$ cat config.mk
export PLATFORM = sky130hd
export DESIGN_NAME = qam_symbol_sequencer
export DESIGN_NICKNAME = d
export VERILOG_FILES = /design/src/rtl/qam_pkg.sv /design/src/rtl/qam_step_timer.sv /design/src/rtl/qam_symbol_sequencer.sv
export SDC_FILE = /design/constraint.sdc
export NUM_CORES = 1
export LEC_CHECK = 0
export CAP_MARGIN = 20
export CORE_MARGIN = 2
export CORE_UTILIZATION = 45
export CTS_BUF_LIST = sky130_fd_sc_hd__clkbuf_4 sky130_fd_sc_hd__clkbuf_8
export DETAILED_ROUTE_END_ITERATION = 16
export PLACE_DENSITY = 0.73
export SLEW_MARGIN = 20
export SYNTH_ARGS = -nofsm -noshare
export SYNTH_HDL_FRONTEND = slang
export SYNTH_SLANG_ARGS = --single-unit
$ cat constraint.sdc
create_clock -name clk_in -period 1.8 [get_ports clk_in]
set_input_delay 0.36 -clock clk_in [delete_from_list [all_inputs] [get_ports clk_in]]
set_output_delay 0.36 -clock clk_in [all_outputs]
set_load 0.02 [all_outputs]
$ cat src/rtl/qam_pkg.sv
// Shared types for the 16-QAM symbol sequencer: level encoding, FSM states
// and the Gray-to-level map used on each 2-bit symbol field.
package qam_pkg;

  typedef logic signed [2:0] qam_level_t;

  typedef enum logic [1:0] {
    IDLE  = 2'd0,
    PRIME = 2'd1,
    RUN   = 2'd2
  } qam_state_t;

  localparam qam_level_t LVL_M3   = 3'sb101;
  localparam qam_level_t LVL_M1   = 3'sb111;
  localparam qam_level_t LVL_P1   = 3'sb001;
  localparam qam_level_t LVL_P3   = 3'sb011;
  localparam qam_level_t LVL_ZERO = 3'sb000;

  // Gray order keeps adjacent constellation points one bit apart.
  function automatic qam_level_t gray2_to_level(input logic [1:0] g);
    qam_level_t lvl;
    case (g)
      2'b00:   lvl = LVL_M3;
      2'b01:   lvl = LVL_M1;
      2'b11:   lvl = LVL_P1;
      default: lvl = LVL_P3;
    endcase
    return lvl;
  endfunction

endpackage

$ cat src/rtl/qam_step_timer.sv
// Carrier step cadence: divides the clock by STEP_DIV into step pulses and
// counts STEPS_PER_SYMBOL steps; counters sit at zero whenever run_i is low.
module qam_step_timer #(
  parameter int unsigned STEP_DIV         = 10,
  parameter int unsigned STEPS_PER_SYMBOL = 64
) (
  input  logic clk_i,
  input  logic rst_ni,
  input  logic run_i,
  output logic step_o,
  output logic boundary_o
);

  localparam int unsigned DW = (STEP_DIV > 1) ? $clog2(STEP_DIV) : 1;
  localparam int unsigned SW = (STEPS_PER_SYMBOL > 1) ? $clog2(STEPS_PER_SYMBOL) : 1;

  logic [DW-1:0] div_cnt_q;
  logic [SW-1:0] step_cnt_q;
  logic          div_at_max;
  logic          step_at_max;

  assign div_at_max  = (div_cnt_q == DW'(STEP_DIV - 1));
  assign step_at_max = (step_cnt_q == SW'(STEPS_PER_SYMBOL - 1));

  always_ff @(posedge clk_i or negedge rst_ni) begin
    if (!rst_ni) begin
      div_cnt_q  <= '0;
      step_cnt_q <= '0;
    end else if (!run_i) begin
      div_cnt_q  <= '0;
      step_cnt_q <= '0;
    end else if (div_at_max) begin
      div_cnt_q  <= '0;
      step_cnt_q <= step_at_max ? '0 : step_cnt_q + SW'(1);
    end else begin
      div_cnt_q  <= div_cnt_q + DW'(1);
    end
  end

  assign step_o     = run_i & div_at_max;
  assign boundary_o = step_o & step_at_max;

endmodule

$ cat src/rtl/qam_symbol_sequencer.sv
// 16-QAM transmit sequencer: one-deep symbol buffer feeding held I/Q levels,
// carrier step strobes and carrier phase-hold control.
module qam_symbol_sequencer
  import qam_pkg::*;
#(
  parameter int unsigned STEP_DIV         = 10,
  parameter int unsigned STEPS_PER_SYMBOL = 64,
  parameter int unsigned PRIME_CYCLES     = 2
) (
  input  logic              clk_in,
  input  logic              rst_in,
  input  logic              enable_in,
  input  logic              sym_valid_in,
  input  logic [3:0]        sym_data_in,
  output logic              sym_ready_out,
  output logic              step_out,
  output logic              carrier_rst_out,
  output logic signed [2:0] i_level_out,
  output logic signed [2:0] q_level_out,
  output logic              sym_start_out,
  output logic              underrun_out,
  output logic              busy_out
);

  localparam int unsigned PW = (PRIME_CYCLES > 1) ? $clog2(PRIME_CYCLES) : 1;

  qam_state_t    state_q;
  logic          buf_full_q;
  logic [3:0]    buf_dat_q;
  logic [PW-1:0] prime_cnt_q;
  logic          carrier_rst_q;
  qam_level_t    i_lvl_q;
  qam_level_t    q_lvl_q;
  logic          sym_start_q;
  logic          underrun_q;

  logic          run;
  logic          step;
  logic          boundary;
  logic          accept;
  logic [3:0]    load_dat;

  // Ready is masked during reset so the source never sees a phantom accept.
  assign sym_ready_out = rst_in & enable_in & ~buf_full_q;
  assign accept        = sym_valid_in & sym_ready_out;
  assign load_dat      = buf_full_q ? buf_dat_q : sym_data_in;
  assign run           = (state_q == RUN);

  qam_step_timer #(
    .STEP_DIV         (STEP_DIV),
    .STEPS_PER_SYMBOL (STEPS_PER_SYMBOL)
  ) u_timer (
    .clk_i      (clk_in),
    .rst_ni     (rst_in),
    .run_i      (run),
    .step_o     (step),
    .boundary_o (boundary)
  );

  always_ff @(posedge clk_in or negedge rst_in) begin
    if (!rst_in) begin
      state_q       <= IDLE;
      buf_full_q    <= 1'b0;
      buf_dat_q     <= '0;
      prime_cnt_q   <= '0;
      carrier_rst_q <= 1'b1;
      i_lvl_q       <= LVL_ZERO;
      q_lvl_q       <= LVL_ZERO;
      sym_start_q   <= 1'b0;
      underrun_q    <= 1'b0;
    end else begin
      sym_start_q <= 1'b0;
      underrun_q  <= 1'b0;
      if (accept) begin
        buf_full_q <= 1'b1;
        buf_dat_q  <= sym_data_in;
      end
      case (state_q)
        IDLE: begin
          if (buf_full_q && enable_in) begin
            state_q       <= PRIME;
            prime_cnt_q   <= '0;
            buf_full_q    <= 1'b0;
            carrier_rst_q <= 1'b0;
            i_lvl_q       <= gray2_to_level(buf_dat_q[3:2]);
            q_lvl_q       <= gray2_to_level(buf_dat_q[1:0]);
            sym_start_q   <= 1'b1;
          end
        end
        PRIME: begin
          if (prime_cnt_q == PW'(PRIME_CYCLES - 1)) begin
            state_q     <= RUN;
            prime_cnt_q <= '0;
          end else begin
            prime_cnt_q <= prime_cnt_q + PW'(1);
          end
        end
        RUN: begin
          // A symbol accepted on the boundary cycle itself bypasses the buffer.
          if (boundary) begin
            if ((enable_in && buf_full_q) || accept) begin
              buf_full_q  <= 1'b0;
              i_lvl_q     <= gray2_to_level(load_dat[3:2]);
              q_lvl_q     <= gray2_to_level(load_dat[1:0]);
              sym_start_q <= 1'b1;
            end else begin
              state_q       <= IDLE;
              carrier_rst_q <= 1'b1;
              i_lvl_q       <= LVL_ZERO;
              q_lvl_q       <= LVL_ZERO;
              underrun_q    <= enable_in;
            end
          end
        end
        default: begin
          state_q       <= IDLE;
          carrier_rst_q <= 1'b1;
          i_lvl_q       <= LVL_ZERO;
          q_lvl_q       <= LVL_ZERO;
        end
      endcase
    end
  end

  assign step_out        = step;
  assign carrier_rst_out = carrier_rst_q;
  assign i_level_out     = i_lvl_q;
  assign q_level_out     = q_lvl_q;
  assign sym_start_out   = sym_start_q;
  assign underrun_out    = underrun_q;
  assign busy_out        = (state_q != IDLE);

endmodule
; After elaboration in Yosys (flattened, before gate mapping)
; Index checks and enable logic that the tools add are counted.
[word_totals]
register_bits = 27
inputBits = 8
output_inout_bits = 12
elab_cells = 92
[classes]
addsub = 3
eq_ne = 17
mux = 41
n_bitwise = 7
n_reduce_logical = 13
[op_table]
columns = cell, count
row1 = 3-bit case mux with 3 select lines, 6
row2 = 3-bit two-way mux, 6
row3 = 6-bit two-way mux, 3
row4 = 1-bit two-way mux, 14
row5 = 4-bit two-way mux, 3
row6 = "2-bit by 1-bit == test with 1-bit output, second input constant", 5
row7 = "2-bit == test, second input constant", 5
row8 = 2-bit logical NOT, 5
row9 = "2-bit != test, second input constant", 5
row10 = 2-bit two-way mux, 4
row11 = 4-bit AND reduction, 2
row12 = "6-bit by 1-bit adder with 6-bit output, second input constant", 1
row13 = "6-bit == test, second input constant", 1
row14 = 1-bit case mux with 2 select lines, 3
row15 = 2-bit case mux with 3 select lines, 1
row16 = 1-bit bitwise AND, 5
row17 = "4-bit by 1-bit adder with 4-bit output, second input constant", 1
row18 = "4-bit == test, second input constant", 1
row19 = 2-bit nonzero test, 2
row20 = 1-bit case mux with 3 select lines, 1
row21 = 3-bit AND reduction, 1
row22 = 1-bit NOT, 2
row23 = 2-bit AND reduction, 1
row24 = "1-bit adder, second input constant", 1
row25 = other kinds (2), 2

; Logic depth before layout (Yosys ltp)
[logic_depth]
word_depth = 7
depth_mapped = 6
depth_no_buf = 6

; Hierarchy
; From an unflattened synthesis, not the netlist that was laid out.
[hier_totals]
hier_cells = 152
area_unflattened_um2 = 1517.7
[modules_own_cells]
columns = module, n_inst, cells_each, area_each_um2, seq_area_each_um2
row1 = qam_symbol_sequencer, 1, 97, 967.2, 401.6
row2 = qam_step_timer, 1, 55, 550.5, 250.2

; Least setup slack after synthesis
; OpenSTA, ideal clock, no wires.
[synth_timing]
path_type = reg2reg
startpoint = register u_timer.div_cnt_q[1]
endpoint = register i_lvl_q[1], in the netlist i_level_out[1]
setup_time_ns = 0.126
t_arrival_ns = 1.392
required_ns = 1.674
slack_ns = 0.282
stages_incl_launch_ff = 7
path_buffers = 0
synth_period_minus_slack_ns = 1.518
path_cell_list = dfrtp_1 inv_1 ha_1 and3b_1 and3_4 a21oi_2 a221o_1
[synth_via]
elab_chain_cells = 5
[synth_lines]
columns = item, line
row1 = start: declaration, qam_step_timer.sv:17  ; logic [DW-1:0] div_cnt_q;
row2 = start signal: assignment, qam_step_timer.sv:36  ; div_cnt_q <= div_cnt_q + DW'(1);
row3 = 4-bit == test, qam_step_timer.sv:22  ; assign div_at_max = (div_cnt_q == DW'(STEP_DIV - 1));
row4 = 1-bit bitwise AND, qam_step_timer.sv:40  ; assign step_o = run_i & div_at_max;
row5 = 1-bit bitwise AND, qam_step_timer.sv:41  ; assign boundary_o = step_o & step_at_max;
row6 = 2-bit != test (no line), -
row7 = 3-bit AND reduction (no line), -
row8 = end signal: assignment, qam_symbol_sequencer.sv:85  ; i_lvl_q <= gray2_to_level(buf_dat_q[3:2]);
row9 = end signal: assignment, qam_symbol_sequencer.sv:103  ; i_lvl_q <= gray2_to_level(load_dat[3:2]);
row10 = end: declaration, qam_symbol_sequencer.sv:32  ; qam_level_t i_lvl_q;
; Every way passes these cells.
; A chain may end at the register's enable or synchronous reset.

; Worst setup path after layout
[layout_timing]
startpoint = register state_q[1]
endpoint = output busy_out
[layout_via]
elab_chain_cells = 1
[layout_lines]
columns = item, line
row1 = start: declaration, qam_symbol_sequencer.sv:27  ; qam_state_t state_q;
row2 = start signal: assignment, qam_symbol_sequencer.sv:62  ; state_q <= IDLE;
row3 = start signal: assignment, qam_symbol_sequencer.sv:81  ; state_q <= PRIME;
row4 = start signal: assignment, qam_symbol_sequencer.sv:92  ; state_q <= RUN;
row5 = 2-bit nonzero test, qam_symbol_sequencer.sv:131  ; assign busy_out = (state_q != IDLE);
row6 = end: declaration, qam_symbol_sequencer.sv:22  ; output logic busy_out
; Every way passes these cells.

==> metrics.txt <==
commonest non-fill, non-tap cell in the layout dfrtp_1; Area growth, synth to finish 23.7%; Final Max Tran Viols 0; pwr/cell area between 1000 and 1500 nW/µm²; worst-path cell with the longest stage delay dfrtp_1; most frequent cells in the layout 25 x dfrtp_1, 15 x nor2_1, 15 x clkdlybuf4s50_1; Core Util, Final a little under three fifths; switch share between 30% and 40%; first-pass GRT wire length roughly 4600 µm; CTS sink cnt 26; Core Footprint 2980 µm²; largest net degree at the start of global routing 29; Gate power share between 40% and 50%; fraction of registers with async set/reset 100%; worst slew pin tran 0.404 ns; synthesized area per cell between 10 and 15 µm²; post-synthesis net count 147; maximum vdd drop roughly 480 µV; share of the synthesized area in the top cell type 45.4%; cts bufs inserted 3; Post-CTS Setup Bufs 0; GPL Wtd Cong 0.810; clk buf depth 2; placed inst area about 1700 µm²; Antenna diodes 0; DIE WIDTH about 59 µm; Net Switching around 0.76 mW; final wirelength between 2000 and 3000 µm; Max transition margin between 70 and 80%; Req. time, crit path between 1 and 1.5 ns; register area share after synthesis between 40% and 50%; Cell Int Power about 1.3 mW; RR Startpoint u_timer.div_cnt_q[1]; leakage slightly above 0.8 nW; Most used DFF post-synth dfrtp_1; CTS clk-pin slew, worst paths approximately 0.14 ns; Cell Rows 20; Remaining DRCs 0; Syn Std Cell Area between 1000 and 1500 µm²; fraction of layout cells with a size suffix above 1 15.3%; Root Driver clkbuf_4; H-tree levels 1; Synth area leaders dfrtp_1 45%, ha_1 6.4%, nor2_1 4.1%, xor2_1 3.2%, mux2i_1 2.9%; Yosys Warn Count 0; Seq pwr share between 40% and 50%; total gr overflow 0; CP startpoint state_q[1]; Vert. Die Dim just under 60 µm; number of synthesized flops with an enable pin 0; Post-Syn Instances ~130; CTS tree built; Cell variety after synth 37; critical path, cell by cell or2_2, dlygate4sd2_1; register bit count reported by yosys 26; Setup crit start kind register; WL per Instance 13.6 µm; Pwr Total between 2 and 2.5 mW; CP delay by family, top flip-flops; drt pass-1 iters 4; Max Cap Violations 0; Critical Path Sink Type output port; vias in the first global route about 1,100; Overall Global Routing Usage 17.3%; Hold Crit Class in -> async; CP bufs+invs 1; Final setup viols 0; WP data arrival 1.37 ns; Vias/cell roughly 5.4; status finished clean; r2r worst-path depth 6; post-route cell area 1700 µm²; min Tclk post-route roughly 1.7 ns; period utilization around 96%; cell accounting for the most synthesized area dfrtp_1; Max Clock Skew around 0.0037 ns; WS Path Type reg -> out; clock latency on the worst-skew pair a little over 0.3 ns; Hold Vio Cnt, Final 0; top-level I/O count 20; Crit Path Max Fanout 3; Post-Route Setup TNS 0 ns; Post-DRT Antenna Nets 0; Max Fclk between 500 and 600 MHz; placed wire-length estimate 2030 µm; Die ar. between 3000 and 4000 µm²; RSZ-0062 raised after global routing yes; nets@finish between 150 and 200; Fillers ~270; IO buf count 19; Stages on worst setup path 2; antenna violations before repair 0; critical path's largest stage delay 0.43 ns; starting density of the core a little under half; Vias ~1,100; Clock Power Share between 10% and 20%; starting DRC count in detailed routing 38
==> flip-flops by register name (all words and copies together), names as in the netlist <==
register,count
state_q,2
carrier_rst_out,1
underrun_out,1
i_level_out,3
u_timer.step_cnt_q,6
prime_cnt_q,1
buf_dat_q,4
buf_full_q,1
sym_start_out,1
u_timer.div_cnt_q,4
q_level_out,2
==> cell families (layout without fill, tap and decap cells) <==
logic type	Yosys count	count (layout)	synth area share (%)
compound gates	26	26	14.3
xor+xnor	8	8	5.09
fa+ha+maj	7	7	6.36
buf+inv	12	43	4.00
flops	26	26	47.3
mux	5	5	3.72
simple gates	48	48	19.3
==> area by class of cell <==
type,instances,area (µm²),area share [%]
tap,33,41.3,2.42
inverter,8,30.0,1.76
timing repair buffer,31,274,16.1
clock buffer,4,36.3,2.13
sequential,26,652,38.3
multi-input combinational,94,671,39.4
==> cell usage after synthesis (3+ instances only) <==
cell and instances:
nor2_1 15, o21ai_0 7, nand3_1 3, inv_1 7, a21o_1 5, ha_1 7, mux2i_1 4, xnor2_1 3
nand2_1 9, xor2_1 5, dfrtp_1 25, nor2b_1 3, a221o_1 3, a22o_1 4
==> worst reg2reg max path, delay by kind of cell, from the launching register on <==
kind	cells	cell delay (ns)
buffers and inverters	1	0.06
adder cells (fa/ha/maj)	1	0.16
flip-flops	1	0.42
AO/OA/AOI/OAI	2	0.45
AND/OR/NAND/NOR	2	0.50
==> routing by layer <==
metal	vias to the layer above	part of all wire (%)	track usage [%]
li1	522	-	-
met1	513	45	21.5
met2	26	50	31.2
met3	2	4.0	2.18
met4	0	0.64	4.87
met5	-	0	0
==> through the flow <==
step,cells,setup slack [ns],hold slack [ns]
final,196,0.0693,0.424
after floorplan,132,0.282,0.0644
after detailed placement,192,-0.140,0.490
after global routing,196,-0.00143,0.429
after CTS,196,0.0553,0.423
after global placement,192,-0.143,0.473
==> timing repair <==
action / CTS / global route
pin swaps: 0 / 0
gates cloned: 0 / 0
setup endpoints to repair: 4 / 1
gates resized for setup: 7 / 1
hold buffers: 0 / 0
==> power groups by stage <==
stage / combinational (mW) / clock (mW) / sequential [mW]
2_1_floorplan: 0.558 / 0 / 0.885
3_3_place_gp: 0.941 / 0 / 0.833
3_5_place_dp: 0.975 / 0 / 0.844
4_1_cts: 0.959 / 0.304 / 0.830
5_1_grt: 1.05 / 0.333 / 0.849
6_report: 0.949 / 0.292 / 0.828
==> final timing paths <==
path	end	slack, ns
setup / recovery	busy_out	0.07
min in group clk_in	u_timer.div_cnt_q[0]	0.51
hold reg to reg	u_timer.div_cnt_q[0]	0.51
hold / removal	buf_dat_q[2]	0.42
max in group asynchronous	carrier_rst_out	1.07
setup reg to reg	q_level_out[2]	0.10
No activity file was read; power rests on OpenSTA's default activity.
